==> config.mk <==
export PLATFORM = sky130hd
export DESIGN_NAME = dmem_port_arbiter
export DESIGN_NICKNAME = d
export VERILOG_FILES = /design/src/rtl/dmem_port_arbiter.sv
export SDC_FILE = /design/constraint.sdc
export NUM_CORES = 1
export LEC_CHECK = 0
export BUFFER_PORTS_ARGS = -buffer_cell sky130_fd_sc_hd__buf_2
export CORE_ASPECT_RATIO = 1.25
export CORE_MARGIN = 1.5
export CORE_UTILIZATION = 41
export CTS_BUF_LIST = sky130_fd_sc_hd__clkbuf_16
export CTS_CLUSTER_SIZE = 14
export DETAILED_ROUTE_END_ITERATION = 16
export HOLD_SLACK_MARGIN = 0.1
export PLACE_DENSITY = 0.87
export REMOVE_ABC_BUFFERS = 1
export SKIP_LAST_GASP = 1
export SLEW_MARGIN = 0
export SYNTH_ARGS = -nofsm -noshare
export SYNTH_HDL_FRONTEND = slang
export SYNTH_SLANG_ARGS = --single-unit
==> constraint.sdc <==
create_clock -name clock -period 3.8 [get_ports clock]
set_clock_uncertainty 0.1 [all_clocks]
set_input_delay 0.19 -clock clock [delete_from_list [all_inputs] [get_ports clock]]
set_output_delay 0.19 -clock clock [all_outputs]
set_load 0.01 [all_outputs]
==> src/rtl/dmem_port_arbiter.sv <==
// dmem_port_arbiter
// Shares the single memory data port between the pipeline's stage-4
// load/store path and a debug/loader requester. The pipeline wins by
// default; a saturating starvation counter forces a debug grant after
// STARVE_MAX consecutive denied debug cycles (STARVE_MAX = 0 gives debug
// strict priority). Read data comes back one cycle after the grant and is
// steered to the requester that owned the read.
// Optional build macro: DMEM_ARB_STATS_EN adds stall/debug-grant counters.
module dmem_port_arbiter #(
  parameter int AW         = 8,
  parameter int DW         = 8,
  parameter int STARVE_MAX = 4
) (
  input  logic          clock,
  input  logic          reset,
  input  logic          cpu_req,
  input  logic          cpu_we,
  input  logic [AW-1:0] cpu_addr,
  input  logic [DW-1:0] cpu_wdata,
  output logic          cpu_stall,
  output logic          cpu_rvalid,
  output logic [DW-1:0] cpu_rdata,
  input  logic          dbg_req,
  input  logic          dbg_we,
  input  logic [AW-1:0] dbg_addr,
  input  logic [DW-1:0] dbg_wdata,
  output logic          dbg_ack,
  output logic [DW-1:0] dbg_rdata,
  output logic [AW-1:0] mem_addr,
  output logic [DW-1:0] mem_wdata,
  output logic          mem_wren,
  output logic          mem_read,
  input  logic [DW-1:0] mem_q
`ifdef DMEM_ARB_STATS_EN
  ,
  output logic [15:0]   stat_stall_cnt,
  output logic [15:0]   stat_dbg_cnt
`endif
);

  // Counter must hold 0..STARVE_MAX; keep at least one bit when STARVE_MAX is 0.
  localparam int SCW = (STARVE_MAX > 0) ? $clog2(STARVE_MAX + 1) : 1;
  localparam logic [SCW-1:0] SMAX = SCW'(STARVE_MAX);

  typedef enum logic [1:0] {
    IDLE   = 2'd0,
    CPU_RD = 2'd1,
    DBG_RD = 2'd2
  } state_t;

  state_t        state_q, state_d;
  logic [SCW-1:0] starve_q, starve_d;
  logic [DW-1:0] cpu_hold_q, cpu_hold_d;
  logic [DW-1:0] dbg_hold_q, dbg_hold_d;

  logic cpu_gnt;
  logic dbg_gnt;
  logic cpu_rd_phase;
  logic dbg_rd_phase;

  // Grant decision; arbitration is suppressed while reset is held.
  always_comb begin
    dbg_gnt   = ~reset & dbg_req & (~cpu_req | (starve_q == SMAX));
    cpu_gnt   = ~reset & cpu_req & ~dbg_gnt;
    cpu_stall = cpu_req & ~cpu_gnt;
  end

  // Drive the memory data port from whichever requester holds the grant.
  always_comb begin
    mem_addr  = '0;
    mem_wdata = '0;
    mem_wren  = 1'b0;
    mem_read  = 1'b0;
    if (cpu_gnt) begin
      mem_addr  = cpu_addr;
      mem_wdata = cpu_wdata;
      mem_wren  = cpu_we;
      mem_read  = ~cpu_we;
    end else if (dbg_gnt) begin
      mem_addr  = dbg_addr;
      mem_wdata = dbg_wdata;
      mem_wren  = dbg_we;
      mem_read  = ~dbg_we;
    end
  end

  // Starvation counter next value: count denied debug cycles, saturating.
  always_comb begin
    starve_d = '0;
    if (dbg_req & ~dbg_gnt) begin
      starve_d = (starve_q == SMAX) ? starve_q : starve_q + SCW'(1);
    end
  end

  // Response FSM next state: remember who owns the read returning next cycle.
  always_comb begin
    state_d = IDLE;
    if (cpu_gnt & ~cpu_we) begin
      state_d = CPU_RD;
    end else if (dbg_gnt & ~dbg_we) begin
      state_d = DBG_RD;
    end
  end

  // Response outputs; everything is forced to 0 while reset is asserted,
  // which also drops a read response that was in flight.
  always_comb begin
    cpu_rd_phase = ~reset & (state_q == CPU_RD);
    dbg_rd_phase = ~reset & (state_q == DBG_RD);
    cpu_hold_d   = cpu_rd_phase ? mem_q : cpu_hold_q;
    dbg_hold_d   = dbg_rd_phase ? mem_q : dbg_hold_q;
    cpu_rvalid   = cpu_rd_phase;
    dbg_ack      = dbg_rd_phase | (dbg_gnt & dbg_we);
    cpu_rdata    = reset ? '0 : cpu_hold_d;
    dbg_rdata    = reset ? '0 : dbg_hold_d;
  end

  // State, starvation counter and read-data hold registers.
  always_ff @(posedge clock) begin
    if (reset) begin
      state_q    <= IDLE;
      starve_q   <= '0;
      cpu_hold_q <= '0;
      dbg_hold_q <= '0;
    end else begin
      state_q    <= state_d;
      starve_q   <= starve_d;
      cpu_hold_q <= cpu_hold_d;
      dbg_hold_q <= dbg_hold_d;
    end
  end

`ifdef DMEM_ARB_STATS_EN
  logic [15:0] stall_cnt_q, stall_cnt_d;
  logic [15:0] dbg_cnt_q, dbg_cnt_d;

  // Saturating event counters for CPU stall cycles and debug grants.
  always_comb begin
    stall_cnt_d = stall_cnt_q;
    dbg_cnt_d   = dbg_cnt_q;
    if (cpu_stall && (stall_cnt_q != '1)) begin
      stall_cnt_d = stall_cnt_q + 16'd1;
    end
    if (dbg_gnt && (dbg_cnt_q != '1)) begin
      dbg_cnt_d = dbg_cnt_q + 16'd1;
    end
  end

  // Statistics registers.
  always_ff @(posedge clock) begin
    if (reset) begin
      stall_cnt_q <= '0;
      dbg_cnt_q   <= '0;
    end else begin
      stall_cnt_q <= stall_cnt_d;
      dbg_cnt_q   <= dbg_cnt_d;
    end
  end

  assign stat_stall_cnt = stall_cnt_q;
  assign stat_dbg_cnt   = dbg_cnt_q;
`endif

endmodule

-- After elaboration in Yosys (flattened, before gate mapping)
Cells that the tools add are included.
- $add $sub $neg: 1
- eq/ne operators: 3
- mux-type cells: 14
- bitwise gates (word level): 20
- reductions and logical operators: 2
- operators by type and width (operator ; count):
    8-bit two-way mux ; 8
    1-bit bitwise AND ; 11
    1-bit NOT ; 7
    1-bit two-way mux ; 5
    2-bit OR reduction ; 2
    3-bit by 1-bit adder with 3-bit output (second input constant) ; 1
    3-bit == test (second input constant) ; 1
    2-bit by 1-bit == test with 1-bit output (second input constant) ; 1
    2-bit == test (second input constant) ; 1
    2-bit two-way mux ; 1
    1-bit bitwise OR ; 2
- flip-flop bits (word level): 21
- output and inout port bits: 37

-- Longest topological paths before layout
Gate-level depths: netlist of the first run.
- depth after elaboration: 7
- mapped depth: 6

-- Least setup slack after synthesis of the first run
No wires, ideal clock.
- path kind: register -> output
- start: reg starve_q[0]
- end: out mem_addr[6]
- arrival time: 1.443 ns
- setup slack: 2.067 ns
- cell stages (with the launch flop): 7
- cells stage by stage: dfxtp_1 -> inv_1 -> ha_1 -> and3_4 -> nor3b_4 -> buf_6 -> a22o_1
- cells in the longest elaborated chain, start to end: 6
- elaborated cells between the ends (all ways): 7
- classes of those cells: 1 x eq/ne; 2 x mux; 4 x bitwise
- RTL lines (item ; line ; RTL):
    start: declaration ; 52 ; logic [SCW-1:0] starve_q, starve_d;
    start signal: assignment ; 127 ; starve_q <= starve_d;
    3-bit == test (*) ; 63 ; dbg_gnt = ~reset & dbg_req & (~cpu_req | (starve_q == SMAX));
    1-bit bitwise OR (*) ; 63 ;
    1-bit bitwise AND (*) ; 63 ;
    1-bit NOT ; 64 ; cpu_gnt = ~reset & cpu_req & ~dbg_gnt;
    1-bit bitwise AND ; 64 ;
    8-bit two-way mux (*) ; 74 ; if (cpu_gnt) begin
    end: declaration ; 29 ; output logic [AW-1:0] mem_addr,
Mark *: on every way between the ends. The rest lies on a longest branch, timed or not.

-- Worst setup path after layout of the first run
- start: reg starve_q[0]
- end: out mem_wdata[5]
- cells in the longest elaborated chain, start to end: 6
- elaborated cells between the ends (all ways): 7
- classes of those cells: 1 x eq/ne; 2 x mux; 4 x bitwise
- RTL lines (item ; line ; RTL):
    3-bit == test (*) ; 63 ;
    1-bit bitwise OR (*) ; 63 ;
    1-bit bitwise AND (*) ; 63 ;
    1-bit NOT ; 64 ;
    1-bit bitwise AND ; 64 ;
    8-bit two-way mux (*) ; 74 ;
    end: declaration ; 30 ; output logic [DW-1:0] mem_wdata,
Marks and branches as above.

==> results of run 1 <==
-- critical path: stages (launching register included) --
cell	delay (ns)
dfxtp_1	0.34
inv_1	0.07
ha_1	0.24
and3_4	0.20
nor3b_4	0.57
a22o_1	0.27
buf_2	0.13
-- layout by cell type, fill, tap and decap left out --
master	n
and3_4	1
nor3_1	1
dfxtp_1	21
nor2_2	1
and2_1	1
nor2_1	3
clkbuf_16	3
o2bb2ai_1	1
nand2_1	33
ha_1	2
and3_1	2
buf_2	82
a21oi_1	16
nand2b_1	3
o21a_1	1
mux2i_1	1
a21o_1	1
inv_1	4
nor2b_1	3
a21boi_2	1
nor3b_4	1
dlygate4sd3_1	2
a22o_1	17
-- cell families (layout without fill, tap and decap cells) --
logic type / Yosys count / in the layout / synth area share, %
AND/OR/NAND/NOR: 49 / 49 / 23.1
AO/OA/AOI/OAI: 37 / 37 / 26.2
flip-flops: 21 / 21 / 41.8
buffers and inverters: 11 / 91 / 5.35
adder cells (fa/ha/maj): 2 / 2 / 2.49
multiplexers: 1 / 1 / 0.995
-- worst max-delay path by stage --
stage / endpoint / slack [ns] / cells past startpoint
global route: mem_wdata[0] / 1.28 / 6
detailed placement: mem_wren / 1.71 / 6
CTS: mem_wren / 1.43 / 6
floorplan: mem_addr[0] / 2.02 / 5
finish: mem_wdata[5] / 1.43 / 6
global placement: mem_wren / 1.81 / 6
-- routing by layer --
| layer | track usage (%) | up-vias | share of wire, % | wire length, um |
|---|---|---|---|---|
| met4 | 10.7 | 0 | 1.7 | 50 |
| met2 | 40.9 | 69 | 54 | 1550 |
| met3 | 3.99 | 6 | 9.6 | 279 |
| li1 | - | 576 | - | - |
| met5 | 0 | - | 0 | 0 |
| met1 | 19.3 | 525 | 35 | 1020 |
-- cell type report --
type,instances,area (um2)
repair buffers,84,430
multi-input cells,89,532
clock buffers,3,75.1
inverters,3,11.3
clock inverters,1,3.75
well taps,31,38.8
flip-flops and latches,21,420
fillers,195,747
-- registers in the layout, summed over array words and instances, names as in the netlist --
| name | count |
|---|---|
| cpu_hold_q | 8 |
| dbg_hold_q | 8 |
| starve_q | 3 |
| state_q | 2 |
-- per-stage QoR --
| stage | total power, mW | std cells |
|---|---|---|
| 6_report | 0.531 | 232 |
| 3_3_place_gp | 0.319 | 226 |
| 2_1_floorplan | 0.272 | 113 |
| 5_1_grt | 0.553 | 232 |
| 4_1_cts | 0.534 | 232 |
| 3_5_place_dp | 0.322 | 226 |
-- report_power, final --
part	switching [mW]	internal, mW	leakage [nW]
registers	0.00204	0.226	0.170
clock network	0.0720	0.140	0.0423
logic	0.0458	0.0449	0.567
==> flow_summary.json, run 1 <==
{
  "initial_core_util_pct": 44.5,
  "grt_pass1_wl_um": 4270,
  "synth_area_leaders": "dfxtp_1 42%, a22o_1 15%, nand2_1 12%",
  "vias": 1176,
  "cts_sinks": 21,
  "synth.top_cell.area_share_pct": 41.8,
  "p_per_area_nw_per_um2": 351,
  "drc": 0,
  "clk_path_buf_depth": 2,
  "fin_crit_ns": 2.37,
  "vias_per_cell": 5.07,
  "fin_ws_ns": 1.43,
  "fmax_mhz": 422,
  "syn2layout_area_growth_pct": 50.2,
  "ir_drop_mv": 0.203,
  "drv_slew": 0,
  "ys_types": 25,
  "worst_slew_pin_slew_ns": 0.673,
  "setup_viol": 0,
  "cts_resized": 0,
  "status": "complete, no violations",
  "ys_ff_latch": 21,
  "dieArea_um2": 2760,
  "maxCapViolations": 0,
  "antenna_found_initial": 0,
  "crit_start": "starve_q[0]",
  "placement.cell_area_um2": 1410,
  "clkLatencyLatePin_ns": 0.25,
  "fin_nets": 250,
  "synthArstFlopShare_pct": 0,
  "die_w_um": 47.3,
  "hold_start": "mem_q[3]",
  "num_rows": 19,
  "grt_overflow": 0,
  "avgSynthCellArea_um2": 8.31,
  "whs_endpoint": "dbg_hold_q[3]",
  "yosysTopAreaCell": "dfxtp_1",
  "drtPass1Iterations": 4,
  "htreeDepth": 1,
  "p_leak_nw": 0.780,
  "worstPathArrival_ns": 2.08,
  "drtIter0Drc": 14,
  "holdBufCountCts": 2,
  "final_area_um2": 1510,
  "hpwlAfterDp_um": 2310,
  "reg2regPathDepth": 5,
  "synthTopCellsByCount": "33 x nand2_1, 21 x dfxtp_1, 17 x a22o_1",
  "clk_pin_slew_worst_paths_ns": 0.05,
  "die_h_um": 58.4,
  "reg2reg_to": "state_q[0]",
  "hold-worst-slack_ns": 0.118,
  "cts_inserted_buffers": 3,
  "crit_type": "flop to output pin",
  "rsz0062_at_grt": "no",
  "synth_edf_count": 0,
  "ant_nets": 0,
  "grt_max_degree": 23,
  "regToRegStartpoint": "starve_q[0]",
  "track_usage_pct": 21.2,
  "grt_pass1_vias": 1137,
  "hold_violations": 0,
  "end_kind": "output pin",
  "cp_max_fo": 19,
  "cts_tree": "yes",
  "fin_util_pct": 66.9,
  "yosysSeqAreaShare_pct": 41.8,
  "startpoint_type": "flop",
  "synth_ff_type": "dfxtp_1",
  "timing.final.crit_share_pct": 62.4,
  "postCtsSetupBuffers": 0,
  "num_antenna_cells": 0,
  "drive_gt1_share_pct": 44.3,
  "ff2ff_setup_slack_ns": 2.01,
  "cp_data_required_time_ns": 3.51,
  "setup_tns_ns": 0,
  "yosysMostFrequentCell": "nand2_1",
  "ys_warn_count": 0,
  "place_ws_ns": 1.71,
  "syn-cell-area_um2": 1010,
  "synthCells": 121,
  "hp-class": "primary input to flop",
  "slew_headroom_pct": 55.1,
  "wl_per_cell_um": 12.5,
  "wl_um": 2890,
  "ios": 83,
  "place.gp.congestion": 0.784,
  "cts-root-buf": "clkbuf_16",
  "core_area_um2": 2260,
  "numPortBuffers": 82,
  "min_delay_path_depth": 3
}
No activity file was read; power rests on OpenSTA's default activity.
==> inputs of run 2 (changes only) <==
Settings changed: CORE_UTILIZATION 41 to 38, PLACE_DENSITY 0.87 to 0.82.
Clock period 3.8 ns to 2.3 ns, I/O delays scaled along.
==> run 2 against run 1 <==
Net effect: highest routed layer unchanged; count of clock-buffer cells in the layout unchanged; sequential share of layout area down 1.8 points; first-iteration DRC count up 79%; design area up 7.1%; sequential power up 65%; die area up 7.4%.
==> flow_summary.json, run 2 (synthesis gave the netlist of run 1 again) <==
{
  "status": "complete, no violations",
  "cts_sinks": 21,
  "grt_pass1_wl_um": 4510,
  "vias_per_cell": 4.89,
  "core_area_um2": 2480,
  "num_rows": 20,
  "clk_pin_slew_worst_paths_ns": 0.05,
  "rsz0062_at_grt": "no",
  "cts_tree": "yes",
  "layout_common_cells": "82 x buf_2, 33 x nand2_1, 21 x dfxtp_1",
  "ff_latch_area_um2": 420,
  "top_regs": "cpu_hold_q x8, dbg_hold_q x8, starve_q x3",
  "fin_cells": 245,
  "final_area_um2": 1620,
  "cp_data_required_time_ns": 2.09,
  "hold_violations": 0,
  "syn2layout_area_growth_pct": 60.9,
  "maxCapViolations": 0,
  "routed.top_layer": "met4",
  "path_delay_family": "buffers and inverters",
  "mostFrequentLayoutCell": "buf_2",
  "cts-root-buf": "clkbuf_16",
  "setup_tns_ns": 0,
  "cp_max_fo": 18,
  "vias": 1199,
  "drive_gt1_share_pct": 42.9,
  "grt_max_degree": 22,
  "antenna_found_initial": 0,
  "slowest_stage": "nor2_2",
  "fin_ws_ns": 0.209,
  "crit_type": "primary input to output pin",
  "fmax_mhz": 478,
  "num_antenna_cells": 0,
  "die_w_um": 49.0,
  "multi_input_area_um2": 532,
  "place_ws_ns": 0.523,
  "dieArea_um2": 2970,
  "nFillCells": 204,
  "clk_path_buf_depth": 2,
  "slew_headroom_pct": 55.1,
  "wl_um": 3020,
  "holdBufCountCts": 11,
  "placement.cell_area_um2": 1430,
  "htreeDepth": 1,
  "dp.cells": 230,
  "grt_pass1_vias": 1098,
  "hp-class": "primary input to flop",
  "fin_nets": 261,
  "worstPathArrival_ns": 1.88,
  "end_kind": "output pin",
  "die_h_um": 60.5,
  "postCtsSetupBuffers": 0,
  "clkLatencyLatePin_ns": 0.25,
  "drv_slew": 0,
  "numPortBuffers": 82,
  "fin_crit_ns": 2.09,
  "setup_viol": 0,
  "dr_wl_met2_um": 1500,
  "p_per_area_nw_per_um2": 553,
  "startpoint_type": "primary input",
  "crit_buf_inv": 3,
  "timing.final.crit_share_pct": 90.9,
  "worst_slew_pin_slew_ns": 0.673,
  "place.gp.congestion": 0.829,
  "initial_core_util_pct": 40.6,
  "ir_drop_mv": 0.274,
  "ant_nets": 0,
  "hpwlAfterDp_um": 2230,
  "drtIter0Drc": 25,
  "critPathMostFrequentCell": "buf_2",
  "cts_inserted_buffers": 3,
  "cts_resized": 0,
  "wl_per_cell_um": 12.3,
  "grt_overflow": 0,
  "max_stage_delay_ns": 0.55,
  "drc": 0,
  "track_usage_pct": 19.8,
  "ios": 83,
  "cp_cell_sequence": "dlygate4sd3_1, buf_2, a21boi_2, nor2_2, a22o_1, buf_2",
  "met3_length_um": 289,
  "met1Wirelength_um": 1190,
  "p_leak_nw": 0.827,
  "drtPass1Iterations": 4
}
## run 2: cell count changes in the layout (fill, tap and decap cells not counted), sizes merged
cell         change
buf              +2
dlygate4sd3      +9
## run 2: worst paths after layout
kind | startpoint | to | slack [ns] | depth (start not counted)
setup / recovery | cpu_req | mem_wdata[7] | 0.21 | 6
hold / removal | dbg_req | state_q[1] | 0.12 | 3
setup reg to reg | starve_q[0] | state_q[0] | 0.78 | 6
hold reg to reg | dbg_hold_q[0] | dbg_hold_q[0] | 0.36 | 2
## run 2: metal layers
layer / vias to the layer above / track usage [%]
met5: - / 0
met4: 0 / 8.16
met3: 5 / 5.67
met2: 69 / 38.9
met1: 525 / 19.9
li1: 600 / -
## run 2: tightest hold or removal path: stages
cell	delay, ns
buf_2	0.11
nand2b_1	0.11
nor3_1	0.07
## run 2: through the flow
step / hold slack, ns / utilization [%] / total power [mW]
6_report: 0.118 / 65.4 / 0.896
5_1_grt: 0.138 / 65.4 / 0.929
4_1_cts: 0.115 / 65.4 / 0.898
3_5_place_dp: 0.250 / 57.7 / 0.534
3_3_place_gp: 0.250 / 57.7 / 0.532
2_1_floorplan: 0.107 / - / 0.450
## run 2: cell type report
type / instances / area share [%]
Sequential cell: 21 / 26.0
Multi-Input combinational cell: 89 / 32.8
Inverter: 3 / 0.696
Tap cell: 33 / 2.55
Clock buffer: 3 / 4.64
Clock inverter: 1 / 0.232
Timing Repair Buffer: 95 / 33.1
## run 2: report_power, final
group          internal, mW  total, mW  switching, mW
Sequential            0.374      0.377        0.00341
Combinational        0.0862      0.164         0.0781
Clock                 0.231      0.355          0.124
Total                 0.691      0.896          0.205
==> inputs of run 3 (changes only) <==
Settings changed: SETUP_SLACK_MARGIN from default to 0.4.
==> run 3 against run 2 <==
Net effect: worst hold slack improved by 0.055 ns; largest cell class unchanged; first-iteration DRC count grew 8.0%; count of clock-buffer cells in the layout unchanged; clock power about the same; critical endpoint is now mem_addr[2]; register-to-register slack improved by 0.04 ns; non-clock buffer count rose by 5.
==> flow_summary.json, run 3 (synthesis gave the netlist of run 1 again) <==
{
  "status": "complete, no violations",
  "regToRegStartpoint": "starve_q[1]",
  "drc": 0,
  "fmax_mhz": 517,
  "end_kind": "output pin",
  "drtIter0Drc": 27,
  "fin_ws_ns": 0.367,
  "place.gp.congestion": 0.829,
  "rsz0062_at_grt": "yes",
  "reg2reg_to": "state_q[0]",
  "ios": 83,
  "initial_core_util_pct": 40.6,
  "drv_slew": 0,
  "hpwlAfterDp_um": 2230,
  "setup_tns_ns": 0,
  "slew_headroom_pct": 68.6,
  "sw_frac_of_total_pct": 23.2,
  "grt_pass1_wl_um": 4830,
  "cp_data_required_time_ns": 2.09,
  "whs_endpoint": "starve_q[2]",
  "ff2ff_setup_slack_ns": 0.82,
  "grt_pass1_vias": 1155,
  "track_usage_pct": 21.5,
  "seq_power_share_pct": 41.5,
  "min_delay_path_depth": 4,
  "worstPathArrival_ns": 1.72,
  "power.internal_mw": 0.699,
  "die_w_um": 49.0,
  "vias_per_cell": 4.91,
  "reg2regPathDepth": 6,
  "grt_overflow": 0,
  "hp-class": "primary input to flop",
  "cts_inserted_buffers": 3,
  "multi_input_area_um2": 558,
  "p_comb_share_pct": 19.5,
  "ff_latch_area_um2": 423,
  "timing.final.crit_share_pct": 84.0,
  "numPortBuffers": 82,
  "cts_sinks": 21,
  "fin_crit_ns": 1.93,
  "wl_per_cell_um": 12.9,
  "top_regs": "cpu_hold_q x8, dbg_hold_q x8, starve_q x3",
  "layout_common_cells": "83 x buf_2, 33 x nand2_1, 19 x dfxtp_1",
  "grt_max_degree": 22,
  "place_ws_ns": 0.523,
  "syn2layout_area_growth_pct": 68.4,
  "hold_violations": 0,
  "cp_max_fo": 4,
  "htreeDepth": 1,
  "p_sw_mw": 0.211,
  "nFillCells": 197,
  "num_antenna_cells": 0,
  "setup_viol": 0,
  "dieArea_um2": 2970,
  "drtPass1Iterations": 4,
  "startpoint_type": "flop",
  "die_h_um": 60.5,
  "num_rows": 20,
  "wl_um": 3230,
  "core_area_um2": 2480,
  "hold_start": "dbg_req",
  "ant_nets": 0,
  "dp.cells": 230,
  "p_per_area_nw_per_um2": 537,
  "maxCapViolations": 0,
  "mostFrequentLayoutCell": "buf_2",
  "worst_slew_pin_slew_ns": 0.471,
  "cts-root-buf": "clkbuf_16",
  "drive_gt1_share_pct": 47.2,
  "fin_cells": 251,
  "p_leak_nw": 0.859,
  "vias": 1233,
  "clk_pin_slew_worst_paths_ns": 0.05,
  "ir_drop_mv": 0.277,
  "clockPowerShare_pct": 39.0,
  "crit_type": "flop to output pin",
  "fin_nets": 267,
  "antenna_found_initial": 0,
  "clk_path_buf_depth": 2,
  "clkLatencyLatePin_ns": 0.25,
  "cts_tree": "yes"
}
[run 3: cell types whose count changed in the layout (fill, tap and decap cells not counted), sizes merged]
cell,before,now
nor2,4,5
buf,84,89
[run 3: critical path, stage by stage (launching register included)]
cell and delay, ns:
dfxtp_2 0.33, inv_2 0.05, ha_4 0.15, and3_4 0.17, nor3b_4 0.30, buf_2 0.21, a22o_1 0.14, buf_2 0.12
[run 3: final cells by class]
cell class                      count  area share, %
Clock buffer                        3           4.43
Clock inverter                      1          0.222
Inverter                            3          0.665
Multi-Input combinational cell     90           32.9
Sequential cell                    21           25.0
Tap cell                           33           2.44
Timing Repair Buffer              100           34.3
[run 3: routing by layer]
metal	GRT usage [%]	wire, um	vias up
met5	0	0	-
met4	9.39	55	0
met3	5.91	293	7
met2	43.8	1660	73
met1	20.3	1220	542
li1	-	-	611
[run 3: stage by stage]
step | area (um2) | util [%] | hold slack [ns] | total power, mW
after floorplan | 963 | - | 0.107 | 0.450
after detailed placement | 1430 | 57.7 | 0.250 | 0.534
after CTS | 1690 | 68.0 | 0.156 | 0.908
final | 1690 | 68.4 | 0.173 | 0.909
after global placement | 1430 | 57.7 | 0.250 | 0.532
after global routing | 1690 | 68.4 | 0.186 | 0.944
[run 3: how the worst max path moves through the flow]
| stage | from | endpoint | slack (ns) | cells past startpoint |
|---|---|---|---|---|
| after floorplan | starve_q[0] | mem_addr[0] | 0.59 | 5 |
| after global placement | starve_q[0] | mem_wdata[7] | 0.56 | 6 |
| after detailed placement | starve_q[0] | mem_wdata[7] | 0.52 | 6 |
| after CTS | starve_q[1] | mem_addr[0] | 0.38 | 7 |
| after global routing | starve_q[1] | mem_addr[0] | 0.29 | 7 |
| final | starve_q[1] | mem_addr[2] | 0.37 | 7 |
[run 3: what timing repair did]
item,4_1_cts,5_1_grt
resized for setup,12,1
hold buffers,11,0
endpoints found under the setup margin,19,20
buffers inserted,2,0
hold endpoints to repair,19,0
pin swaps,7,15
gates cloned,3,1
[run 3: power groups by stage]
stage          Sequential [mW]  Combinational, mW  Clock (mW)
2_1_floorplan            0.384             0.0658           0
3_3_place_gp             0.384              0.148           0
3_5_place_dp             0.385              0.149           0
4_1_cts                  0.377              0.174       0.357
5_1_grt                  0.378              0.192       0.373
6_report                 0.377              0.178       0.355
